--- src/rtl/oqpsk_shaper_if.sv ---
// Handshake bundle for oqpsk_shaper: chip-pair input side and DAC sample output side.
// slave = shaper side, master = producer/consumer side.
interface oqpsk_shaper_if;
  logic       in_valid;
  logic       chip_i;
  logic       chip_q;
  logic       pret;
  logic       out_ready;
  logic       out_valid;
  logic [4:0] data_i_out;
  logic [4:0] data_q_out;

  modport slave (
    input  in_valid, chip_i, chip_q, out_ready,
    output pret, out_valid, data_i_out, data_q_out
  );

  modport master (
    output in_valid, chip_i, chip_q, out_ready,
    input  pret, out_valid, data_i_out, data_q_out
  );
endinterface

--- src/rtl/oqpsk_shaper.sv ---
// OQPSK pulse shaper: 8 samples per chip pair, Q offset by half a chip, 5-bit signed I/Q.
// Define OQPSK_SHAPER_HALFSINE_EN for the half-sine pulse; otherwise the pulse is rectangular.
//
// state | meaning
// IDLE  | no burst; waits for a buffered pair
// RUN   | shaping cur_i/cur_q, ph = sample index within the pair
// TAIL  | burst ended; emitting the second half of the last Q pulse
module oqpsk_shaper (
  input  logic          clk,
  input  logic          resetn,
  oqpsk_shaper_if.slave bus
);

  typedef enum logic [1:0] {IDLE, RUN, TAIL} state_t;

`ifdef OQPSK_SHAPER_HALFSINE_EN
  localparam logic [3:0] H_TAB [8] = '{4'd3, 4'd8, 4'd12, 4'd15, 4'd15, 4'd12, 4'd8, 4'd3};
`else
  localparam logic [3:0] H_TAB [8] = '{default: 4'd15};
`endif

  function automatic logic [4:0] signed_sample(input logic chip, input logic [3:0] mag);
    logic [4:0] mag5;
    mag5 = {1'b0, mag};
    return chip ? mag5 : (~mag5 + 5'd1);
  endfunction

  state_t     state, state_n;
  logic [2:0] ph, ph_n;
  logic       cur_i, cur_i_n;
  logic       cur_q, cur_q_n;
  logic       q_prev, q_prev_n;
  logic       q_prev_act, q_prev_act_n;
  logic       buf_full, buf_full_n;
  logic       buf_i, buf_q;
  logic       pret_r;
  logic       out_valid_r;
  logic [4:0] data_i_r, data_q_r;

  logic       accept;
  logic       consume;
  logic       adv;
  logic       sample_valid;
  logic [4:0] sample_i, sample_q;

  // The output register is the presented sample; the generator (state/ph) moves
  // on only when that register is reloaded, so everything freezes while the DAC stalls.
  assign accept = bus.in_valid && pret_r;
  assign adv    = !out_valid_r || bus.out_ready;

  always_comb begin
    sample_valid = 1'b0;
    sample_i     = '0;
    sample_q     = '0;
    case (state)
      RUN: begin
        sample_valid = 1'b1;
        sample_i     = signed_sample(cur_i, H_TAB[ph]);
        if (ph[2])
          sample_q = signed_sample(cur_q, H_TAB[{1'b0, ph[1:0]}]);
        else if (q_prev_act)
          sample_q = signed_sample(q_prev, H_TAB[{1'b1, ph[1:0]}]);
      end
      TAIL: begin
        sample_valid = 1'b1;
        sample_q     = signed_sample(q_prev, H_TAB[{1'b1, ph[1:0]}]);
      end
      default: ;
    endcase
  end

  always_comb begin
    state_n      = state;
    ph_n         = ph;
    cur_i_n      = cur_i;
    cur_q_n      = cur_q;
    q_prev_n     = q_prev;
    q_prev_act_n = q_prev_act;
    consume      = 1'b0;
    case (state)
      IDLE: begin
        if (buf_full) begin
          cur_i_n      = buf_i;
          cur_q_n      = buf_q;
          consume      = 1'b1;
          ph_n         = 3'd0;
          q_prev_act_n = 1'b0;
          state_n      = RUN;
        end
      end
      RUN: begin
        if (adv) begin
          if (ph == 3'd7) begin
            q_prev_n = cur_q;
            ph_n     = 3'd0;
            if (buf_full) begin
              q_prev_act_n = 1'b1;
              cur_i_n      = buf_i;
              cur_q_n      = buf_q;
              consume      = 1'b1;
            end else begin
              state_n = TAIL;
            end
          end else begin
            ph_n = ph + 3'd1;
          end
        end
      end
      TAIL: begin
        if (adv) begin
          if (ph == 3'd3) begin
            ph_n    = 3'd0;
            state_n = IDLE;
          end else begin
            ph_n = ph + 3'd1;
          end
        end
      end
      default: begin
        ph_n    = 3'd0;
        state_n = IDLE;
      end
    endcase
  end

  // pret is 1 only when the buffer is empty, so accept and consume never coincide.
  always_comb begin
    buf_full_n = buf_full;
    if (consume)
      buf_full_n = 1'b0;
    else if (accept)
      buf_full_n = 1'b1;
  end

  always_ff @(posedge clk or negedge resetn) begin
    if (!resetn) begin
      state      <= IDLE;
      ph         <= 3'd0;
      cur_i      <= 1'b0;
      cur_q      <= 1'b0;
      q_prev     <= 1'b0;
      q_prev_act <= 1'b0;
      buf_full   <= 1'b0;
      buf_i      <= 1'b0;
      buf_q      <= 1'b0;
      pret_r     <= 1'b1;
    end else begin
      state      <= state_n;
      ph         <= ph_n;
      cur_i      <= cur_i_n;
      cur_q      <= cur_q_n;
      q_prev     <= q_prev_n;
      q_prev_act <= q_prev_act_n;
      buf_full   <= buf_full_n;
      pret_r     <= !buf_full_n;
      if (accept) begin
        buf_i <= bus.chip_i;
        buf_q <= bus.chip_q;
      end
    end
  end

  always_ff @(posedge clk or negedge resetn) begin
    if (!resetn) begin
      out_valid_r <= 1'b0;
      data_i_r    <= '0;
      data_q_r    <= '0;
    end else if (adv) begin
      out_valid_r <= sample_valid;
      data_i_r    <= sample_i;
      data_q_r    <= sample_q;
    end
  end

  assign bus.pret       = pret_r;
  assign bus.out_valid  = out_valid_r;
  assign bus.data_i_out = data_i_r;
  assign bus.data_q_out = data_q_r;

endmodule

--- src/flat_wrapper.sv ---
// flat-port wrapper written by rule: the top's interface ports become plain ports
module oqpsk_shaper_flat 
  (clk, resetn, bus_in_valid, bus_chip_i, bus_chip_q, bus_out_ready, bus_pret, bus_out_valid, bus_data_i_out, bus_data_q_out);
  oqpsk_shaper_if bus_i ();
  input  logic clk;
  input  logic resetn;
  input wire logic [$bits(bus_i.in_valid)-1:0] bus_in_valid;
  input wire logic [$bits(bus_i.chip_i)-1:0] bus_chip_i;
  input wire logic [$bits(bus_i.chip_q)-1:0] bus_chip_q;
  input wire logic [$bits(bus_i.out_ready)-1:0] bus_out_ready;
  output wire logic [$bits(bus_i.pret)-1:0] bus_pret;
  output wire logic [$bits(bus_i.out_valid)-1:0] bus_out_valid;
  output wire logic [$bits(bus_i.data_i_out)-1:0] bus_data_i_out;
  output wire logic [$bits(bus_i.data_q_out)-1:0] bus_data_q_out;
  assign bus_i.in_valid = bus_in_valid;
  assign bus_i.chip_i = bus_chip_i;
  assign bus_i.chip_q = bus_chip_q;
  assign bus_i.out_ready = bus_out_ready;
  assign bus_pret = bus_i.pret;
  assign bus_out_valid = bus_i.out_valid;
  assign bus_data_i_out = bus_i.data_i_out;
  assign bus_data_q_out = bus_i.data_q_out;
  oqpsk_shaper u_core (.clk(clk), .resetn(resetn), .bus(bus_i));
endmodule
--- config.mk ---
export PLATFORM = sky130hd
export DESIGN_NAME = oqpsk_shaper_flat
export DESIGN_NICKNAME = d
export VERILOG_FILES = /design/src/rtl/oqpsk_shaper_if.sv /design/src/rtl/oqpsk_shaper.sv /design/src/flat_wrapper.sv
export SDC_FILE = /design/constraint.sdc
export NUM_CORES = 1
export LEC_CHECK = 0
export CORE_UTILIZATION = 41
export DETAILED_ROUTE_END_ITERATION = 10
export DONT_BUFFER_PORTS = 1
export GPL_TIMING_DRIVEN = 1
export HOLD_SLACK_MARGIN = 0.02
export MAX_ROUTING_LAYER = met4
export SYNTH_ARGS = -nofsm -noshare
export SYNTH_HDL_FRONTEND = slang
export SYNTH_SLANG_ARGS = --single-unit
--- constraint.sdc ---
create_clock -name clk -period 1.5 [get_ports clk]
set_input_delay 0.15 -clock clk [delete_from_list [all_inputs] [get_ports clk]]
set_output_delay 0.15 -clock clk [all_outputs]
set_load 0.1 [all_outputs]
# ---- Word level (Yosys, flattened, before mapping)
# Memory sizes are Yosys's and may differ from the RTL's.
# Index checks and enable logic that the tools add are counted.
dict set report word_totals {
  ff_bits 24
  latch_bits 0
  ram_bits 0
  mem_bits_ro 96
  output_inout_bits 12
  mem_count 3
}
dict set report classes {
  n_addsub 4
  mul 0
  div 0
  order_cmp 3
  n_eq_ne 11
  shift 0
  n_mux 46
  n_bitwise 6
  n_reduce_logical 12
}
# memory words width rd rd_ports_with_merged_regs wr line
set memory_table {}
lappend memory_table {{(name not given)} 8 4 1 0 0 oqpsk_shaper.sv:62} ;# sample_q = signed_sample(q_prev, H_TAB[{1'b1, ph[1:0]}]);
lappend memory_table {{(name not given)} 8 4 1 0 0 oqpsk_shaper.sv:60} ;# sample_q = signed_sample(cur_q, H_TAB[{1'b0, ph[1:0]}]);
lappend memory_table {{(name not given)} 8 4 1 0 0 oqpsk_shaper.sv:58} ;# sample_i = signed_sample(cur_i, H_TAB[ph]);
# cell count
set ops {}
lappend ops {{$mux W5} 6}
lappend ops {{$mux W4} 6}
lappend ops {{$mux W1} 16}
lappend ops {{$add A5 B1 Y5 const B} 3}
lappend ops {{$mux W3} 5}
lappend ops {{$not A4 Y5} 3}
lappend ops {{$ge A4 B4 Y1 const B} 3}
lappend ops {{$mux W2} 6}
lappend ops {{$ne A2 B1 Y1 const B} 6}
lappend ops {{$pmux W5 S2} 1}
lappend ops {{$pmux W3 S3} 1}
lappend ops {{$reduce_and A3 Y1} 3}
lappend ops {{$not A3 Y4} 2}
lappend ops {{$pmux W1 S2} 4}
lappend ops {{$pmux W2 S3} 1}
lappend ops {{$reduce_and A6 Y1} 1}
lappend ops {{$reduce_and A5 Y1} 1}
lappend ops {{$not A2 Y4} 1}
lappend ops {{$add A3 B1 Y3 const B} 1}
lappend ops {{$eq A3 B2 Y1 const B} 1}
lappend ops {{$eq A3 B3 Y1 const B} 1}
lappend ops {{$eq A2 B1 Y1 const B} 1}
lappend ops {{$eq A2 B2 Y1 const B} 1}
lappend ops {{$logic_not A1 Y1} 2}
lappend ops {{other kinds (6)} 6}

# ---- Longest topological paths before layout
# Gate-level depths: netlist of the first run.
dict set report depth {
  word_depth 10
  depth_mapped 7
  mapped_depth_nobuf 7
}

# ---- Least setup slack after synthesis of the first run
# OpenSTA, ideal clock, no wires.
dict set report synth_path {
  path_type {flip-flop to flip-flop}
  start {reg u_core.out_valid_r, in the netlist u_core.bus.out_valid}
  end {reg u_core.cur_i}
  t_arrival_ps 1743
  t_required_ps 1373
  slack_ps -371
  path_stages_with_launch 6
  cell_sequence {dfrtp_1 -> nand2b_1 -> buf_6 -> nand3_4 -> a21bo_1 -> mux2_1}
}
dict set report synth_via {
  elab_chain_len 4
}
# item line
set synth_lines {}
lappend synth_lines {{start, declared} oqpsk_shaper.sv:37} ;# logic out_valid_r;
lappend synth_lines {{start signal, assigned} oqpsk_shaper.sv:169} ;# out_valid_r <= sample_valid;
lappend synth_lines {{$logic_not A1 Y1} oqpsk_shaper.sv:49} ;# assign adv = !out_valid_r || bus.out_ready;
lappend synth_lines {{$logic_or A1 B1 Y1} oqpsk_shaper.sv:49}
lappend synth_lines {{$ne A2 B1 Y1 (no line)} -}
lappend synth_lines {{$reduce_and A3 Y1 (no line)} -}
lappend synth_lines {{end signal, assigned} oqpsk_shaper.sv:150} ;# cur_i <= cur_i_n;
lappend synth_lines {{end, declared} oqpsk_shaper.sv:30} ;# logic cur_i, cur_i_n;
# Every way passes these cells.
# A chain may end at the register's enable or synchronous reset.

# ---- Worst setup path after layout of the first run
dict set report layout_path {
  start {reg u_core.ph[1]}
  end {reg u_core.cur_i}
}
dict set report layout_via {
  elab_chain_len 3
}
# item line
set layout_lines {}
lappend layout_lines {{start, declared} oqpsk_shaper.sv:29} ;# logic [2:0] ph, ph_n;
lappend layout_lines {{start signal, assigned} oqpsk_shaper.sv:149} ;# ph <= ph_n;
lappend layout_lines {{$eq A3 B3 Y1} oqpsk_shaper.sv:93} ;# if (ph == 3'd7) begin
lappend layout_lines {{$ne A2 B1 Y1 (no line)} -}
lappend layout_lines {{$reduce_and A3 Y1 (no line)} -}
# Every way passes these cells.

==> results of run 1 <==
## synthesized netlist by cell type, types with 2 or more instances
master	number	area share
nand2_1	17	0.060
a22oi_1	2	0.014
a21oi_1	2	0.0094
o21ai_0	10	0.047
nand3_1	3	0.014
o31ai_1	2	0.014
buf_6	2	0.021
nand2b_1	4	0.024
mux2_1	2	0.021
nor2_1	2	0.0071
buf_4	4	0.028
dfrtp_1	19	0.45
inv_1	9	0.032
ha_1	7	0.083
mux2_2	4	0.042
## final timing paths
kind	from	to	slack (ps)	cells after the start
worst min register to register	u_core.bus.data_q_out[0]	u_core.bus.data_q_out[0]	500	1
min in group asynchronous	resetn	u_core.bus.out_valid	390	1
max in group asynchronous	resetn	u_core.bus.out_valid	460	1
worst min-delay path	bus_in_valid	u_core.buf_full	80	2
worst max-delay path	u_core.ph[1]	u_core.cur_i	20	5
worst max register to register	u_core.ph[1]	u_core.cur_i	20	5
## metal layers
metal	track usage	routed length, um	vias to the layer above
met4	0.05263	23	0
met3	0.03448	80	2
li1	-	-	402
met2	0.3249	1106	26
met5	-	0	-
met1	0.2094	1004	412
## cells by family after synthesis
group,count (synthesis),synth area share
AND/OR/NAND/NOR,29,0.1356
AO/OA/AOI/OAI,26,0.1604
flip-flops,20,0.4729
buffers and inverters,16,0.08490
adder cells (fa/ha/maj),7,0.08254
multiplexers,6,0.06367
## placed cells by master, fill, tap and decap left out, types with 6 or more instances in the layout
| cell type | synthesis | routed |
|---|---|---|
| inv_1 | 9 | 6 |
| nand2_1 | 17 | 17 |
| dfrtp_1 | 19 | 15 |
| o21ai_0 | 10 | 10 |
| buf_4 | 4 | 23 |
| ha_4 | 0 | 6 |
## flip-flops by register name, indices dropped and copies added, names as in the netlist
register	count
u_core.q_prev_act	1
u_core.buf_i	1
u_core.q_prev	1
u_core.bus.out_valid	1
u_core.cur_q	1
u_core.bus.data_i_out	3
u_core.bus.pret	1
u_core.buf_full	1
u_core.bus.data_q_out	3
u_core.cur_i	1
u_core.state	2
u_core.buf_q	1
u_core.ph	3
## cell type report
cell class | instances | area, um^2 | share of cell area
Tap cell | 30 | 37.54 | 0.02555
Multi-Input combinational cell | 68 | 593.1 | 0.4037
Inverter | 9 | 33.78 | 0.02300
Sequential cell | 20 | 509.2 | 0.3467
Timing Repair Buffer | 28 | 242.7 | 0.1652
Clock buffer | 3 | 22.52 | 0.01533
Clock inverter | 1 | 30.03 | 0.02044
## repair_timing
action	CTS	global route
endpoints found under the setup margin	6	8
setup buffers	0	3
hold buffers	3	0
pin swaps	1	6
gates resized for setup	9	17
endpoints found under the hold margin	22	0
cloned	0	0
## metrics by stage
stage | worst slack (ps) | cells | TNS, ps | cell area [um^2] | hold WS, ps
6_report | 22.00 | 159 | 0 | 1469 | 79.72
3_3_place_gp | -56.07 | 149 | -111.0 | 1239 | -145.0
5_1_grt | -41.74 | 159 | -98.67 | 1469 | 134.7
4_1_cts | -2.958 | 156 | -5.406 | 1365 | 84.09
3_5_place_dp | -76.97 | 149 | -249.2 | 1239 | -145.0
2_1_floorplan | -61.69 | 104 | -123.4 | 1067 | -145.6
==> impl_metrics.toml, run 1 <==
[status]
status = "complete, no violations"

[floorplan]
start_util = 0.4322
pin_count = 18
die_w_um = 52.87
coreArea_um2 = 2455
fp.dieArea_um2 = 2795
rows = 18
die_h_um = 52.87

[cells_and_area]
syn_to_final_growth_pct = 38.44
layout.nets = 143
antennaDiodeCount = 0
num-fill-cells = 197
post-route-util = 0.5984
drive_above_1_share = 0.4341

[critical_path]
cp_slowest_stage_delay_ps = 430
crit_top_cell = "ha_4"
crit_path_start_kind = "flip-flop"
cp_top_family = "flip-flops"
worstSetupEndpointType = "flip-flop"
critPathBufInv = 0
critical_path_class = "flip-flop to flip-flop"
worst-path-max-fanout = 4
critical_path.slowest_cell = "dfrtp_1"
cp.required_ps = 1710
worstPathArrival_ps = 1680
crit_chain = "ha_4 > ha_4 > nand3_4 > a21bo_1 > mux2_1"

[worst_hold_path]
min-delay-path-class = "input pin to flip-flop"

[cts]
cts_root_buffer = "clkbuf_4"
clock-sinks = 20
cts_buffers = 3
clock_latency_ps = 310
cts_tree = "built"
clkTransAtPathRegs_ps = 130
cts_htree_levels = 1
cts.path.max_buffers = 2

[synthesis]
syn_avg_cell_area_um2 = 10.20
synth_edf_count = 0
seq_area_frac_synth = 0.4729
synthArstFlopShare = 1.000
yosysUniqueCellTypes = 30
syn-num-nets = 117
synthFlopType = "dfrtp_1"
synth_area_um2 = 1061
netlist_instances = 104
synth_seq_cells = 20
yosys_warnings = 0

[timing]
finalMaxSlewViolations = 0
tightestPinTransition_ps = 902.1
rsz0062_at_grt = "true"
skew_ps = 6.411
fin_crit_ps = 1478
slew_headroom = 0.3966
fmax_mhz = 676.6
final-hold-violation-count = 0
finalSetupViolCount = 0
finalCritPeriodShare = 0.9853

[placed_design]
routabilityCongestion = 0.8012
port_buffers = 0
hpwl_um = 1525

[route]
drc_errors = 0
totalWireLength_um = 2215
vias = 842
wl_per_cell_um = 13.93
ant_nets = 0
viasPerCell = 5.296
dr.pass1.iters = 4
drtIter0Drc = 15

[global_routing]
grt_pass1_vias = 809
grt_max_degree = 21
grt_use_total = 0.1833
antenna_found_initial = 0
grt-ovfl-total = 0
grt_pass1_wl_um = 3519

[run]
maxCapViolCount = 0
Power of run 1 is left out: the tool's default activity adds up to more than one toggle a clock period on the data nets, which glitch-free logic cannot reach.
==> run 2, diff against run 1 <==
MAX_ROUTING_LAYER = default   (was met4)
SKIP_CTS_REPAIR_TIMING = 1   (was default)
==> run 2 against run 1 <==
Compared with the run above:
- final cell count increased by 0.63%
- global-route usage is 1.1 points lower
- utilization grew 0.87 points
- maximum frequency is 1.0% lower
- final area up 1.4%
- critical path type unchanged
==> impl_metrics.toml, run 2 (synthesis gave the netlist of run 1 again) <==
[status]
status = "complete, no violations"

[cells_and_area]
layout_common_cells = "buf_4, nand2_1, dfrtp_1"
drive_above_1_share = 0.4692
final_common_cell = "buf_4"
num-fill-cells = 197
layout.nets = 144
antennaDiodeCount = 0
syn_to_final_growth_pct = 40.45
regArea_um2 = 509.2
multi_input_area_um2 = 606.8

[timing]
slew_headroom = 0.3980
whs_ps = 75.46
tightestPinTransition_ps = 900.1
fin_crit_ps = 1494
finalSetupViolCount = 0
rsz0062_at_grt = "true"
finalMaxSlewViolations = 0
final-hold-violation-count = 0
skew_ps = 5.815
final.setup.tns_ps = 0
finalCritPeriodShare = 0.9958
fmax_mhz = 669.5

[critical_path]
crit_path_start_kind = "flip-flop"
crit_top_cell = "ha_4"
critical_path_class = "flip-flop to flip-flop"
r2r-end = "u_core.cur_q"
worstPathArrival_ps = 1700
endpoint = "u_core.cur_q"
cp.required_ps = 1710
crit_chain = "ha_4 > ha_4 > nand3_4 > a21bo_4 > mux2_4"
reg2reg_slack_ps = 6
critPathBufInv = 0
worst-path-max-fanout = 4
critPathLaunch = "u_core.ph[1]"
critical_path.slowest_cell = "dfrtp_1"
cp.depth = 5
cp_slowest_stage_delay_ps = 420
worstSetupEndpointType = "flip-flop"
rr_worst_depth = 5
cp_top_family = "flip-flops"
r2r_start = "u_core.ph[1]"

[placed_design]
routabilityCongestion = 0.7901
port_buffers = 0
hpwl_um = 1525

[route]
vias = 846
totalWireLength_um = 2337
wl_per_cell_um = 14.61
drc_errors = 0
drtIter0Drc = 14
viasPerCell = 5.288
ant_nets = 0
dr.pass1.iters = 4

[global_routing]
grt_use_total = 0.1719
antenna_found_initial = 0
grt-ovfl-total = 0
grt_pass1_vias = 791
grt_pass1_wl_um = 3394
grt_max_degree = 21

[floorplan]
pin_count = 18
rows = 18
fp.dieArea_um2 = 2795
die_w_um = 52.87
die_h_um = 52.87
start_util = 0.4322
coreArea_um2 = 2455

[cts]
clock-sinks = 20
cts_tree = "built"
clkTransAtPathRegs_ps = 120
clock_latency_ps = 320
cts.path.max_buffers = 2
cts_htree_levels = 1
cts_buffers = 3
cts_root_buffer = "clkbuf_4"

[worst_hold_path]
min-delay-path-class = "input pin to flip-flop"
min_path_cells = 2

[run]
maxCapViolCount = 0
[run 2: cell count changes in the layout (fill, tap and decap cells not counted)]
cell     before  now
a21bo_1       1    0
a21bo_4       0    1
buf_4        23   24
inv_1         6    5
inv_2         3    4
mux2_1        2    0
mux2_4        1    3
[run 2: worst register-to-register path, stage by stage, from the launching register on]
cell	delay (ps)
dfrtp_1	420
ha_4	190
ha_4	160
nand3_4	90
a21bo_4	240
mux2_4	290
[run 2: worst min-delay path by stage]
stage | from | to | slack (ps)
after floorplan | resetn | u_core.buf_full | -150
after global placement | resetn | u_core.ph[2] | -150
after detailed placement | resetn | u_core.bus.data_q_out[0] | -140
after CTS | resetn | u_core.bus.out_valid | -500
after global routing | bus_in_valid | u_core.buf_full | 130
final | bus_in_valid | u_core.buf_full | 80
[run 2: layout make-up]
type / instances / area share
Multi-Input combinational cell: 68 / 0.4072
Sequential cell: 20 / 0.3417
Timing Repair Buffer: 29 / 0.1679
Tap cell: 30 / 0.02519
Inverter: 9 / 0.02267
Clock inverter: 1 / 0.02015
Clock buffer: 3 / 0.01511
[run 2: through the flow]
step,area (um^2),setup WS [ps],cells,utilization
finish,1490,6.362,160,0.6070
global route,1490,-28.14,160,0.6070
CTS,1291,-105.3,153,0.5260
detailed placement,1239,-76.97,149,0.5046
global placement,1239,-56.07,149,0.5046
floorplan,1067,-61.69,104,-
[run 2: routing by layer]
metal | track usage | part of all wire | vias up
met1 | 0.2130 | 0.45 | 414
met3 | 0.03448 | 0.035 | 4
li1 | - | - | 404
met5 | 0 | 0 | -
met4 | 0.05263 | 0.012 | 0
met2 | 0.2975 | 0.50 | 24
Power of run 2 is left out for the same reason.
==> run 3, diff against run 2 <==
SKIP_CTS_REPAIR_TIMING = default   (was 1)
==> results of run 3 <==
No change in the layout: final DEF, timing and power equal those of run 1.
Among the figures that moved: final weighted congestion in routability-driven placement 0.8012 -> 0.7901; overall routing resource usage 0.1833 -> 0.1786
Power of run 3 is left out for the same reason.
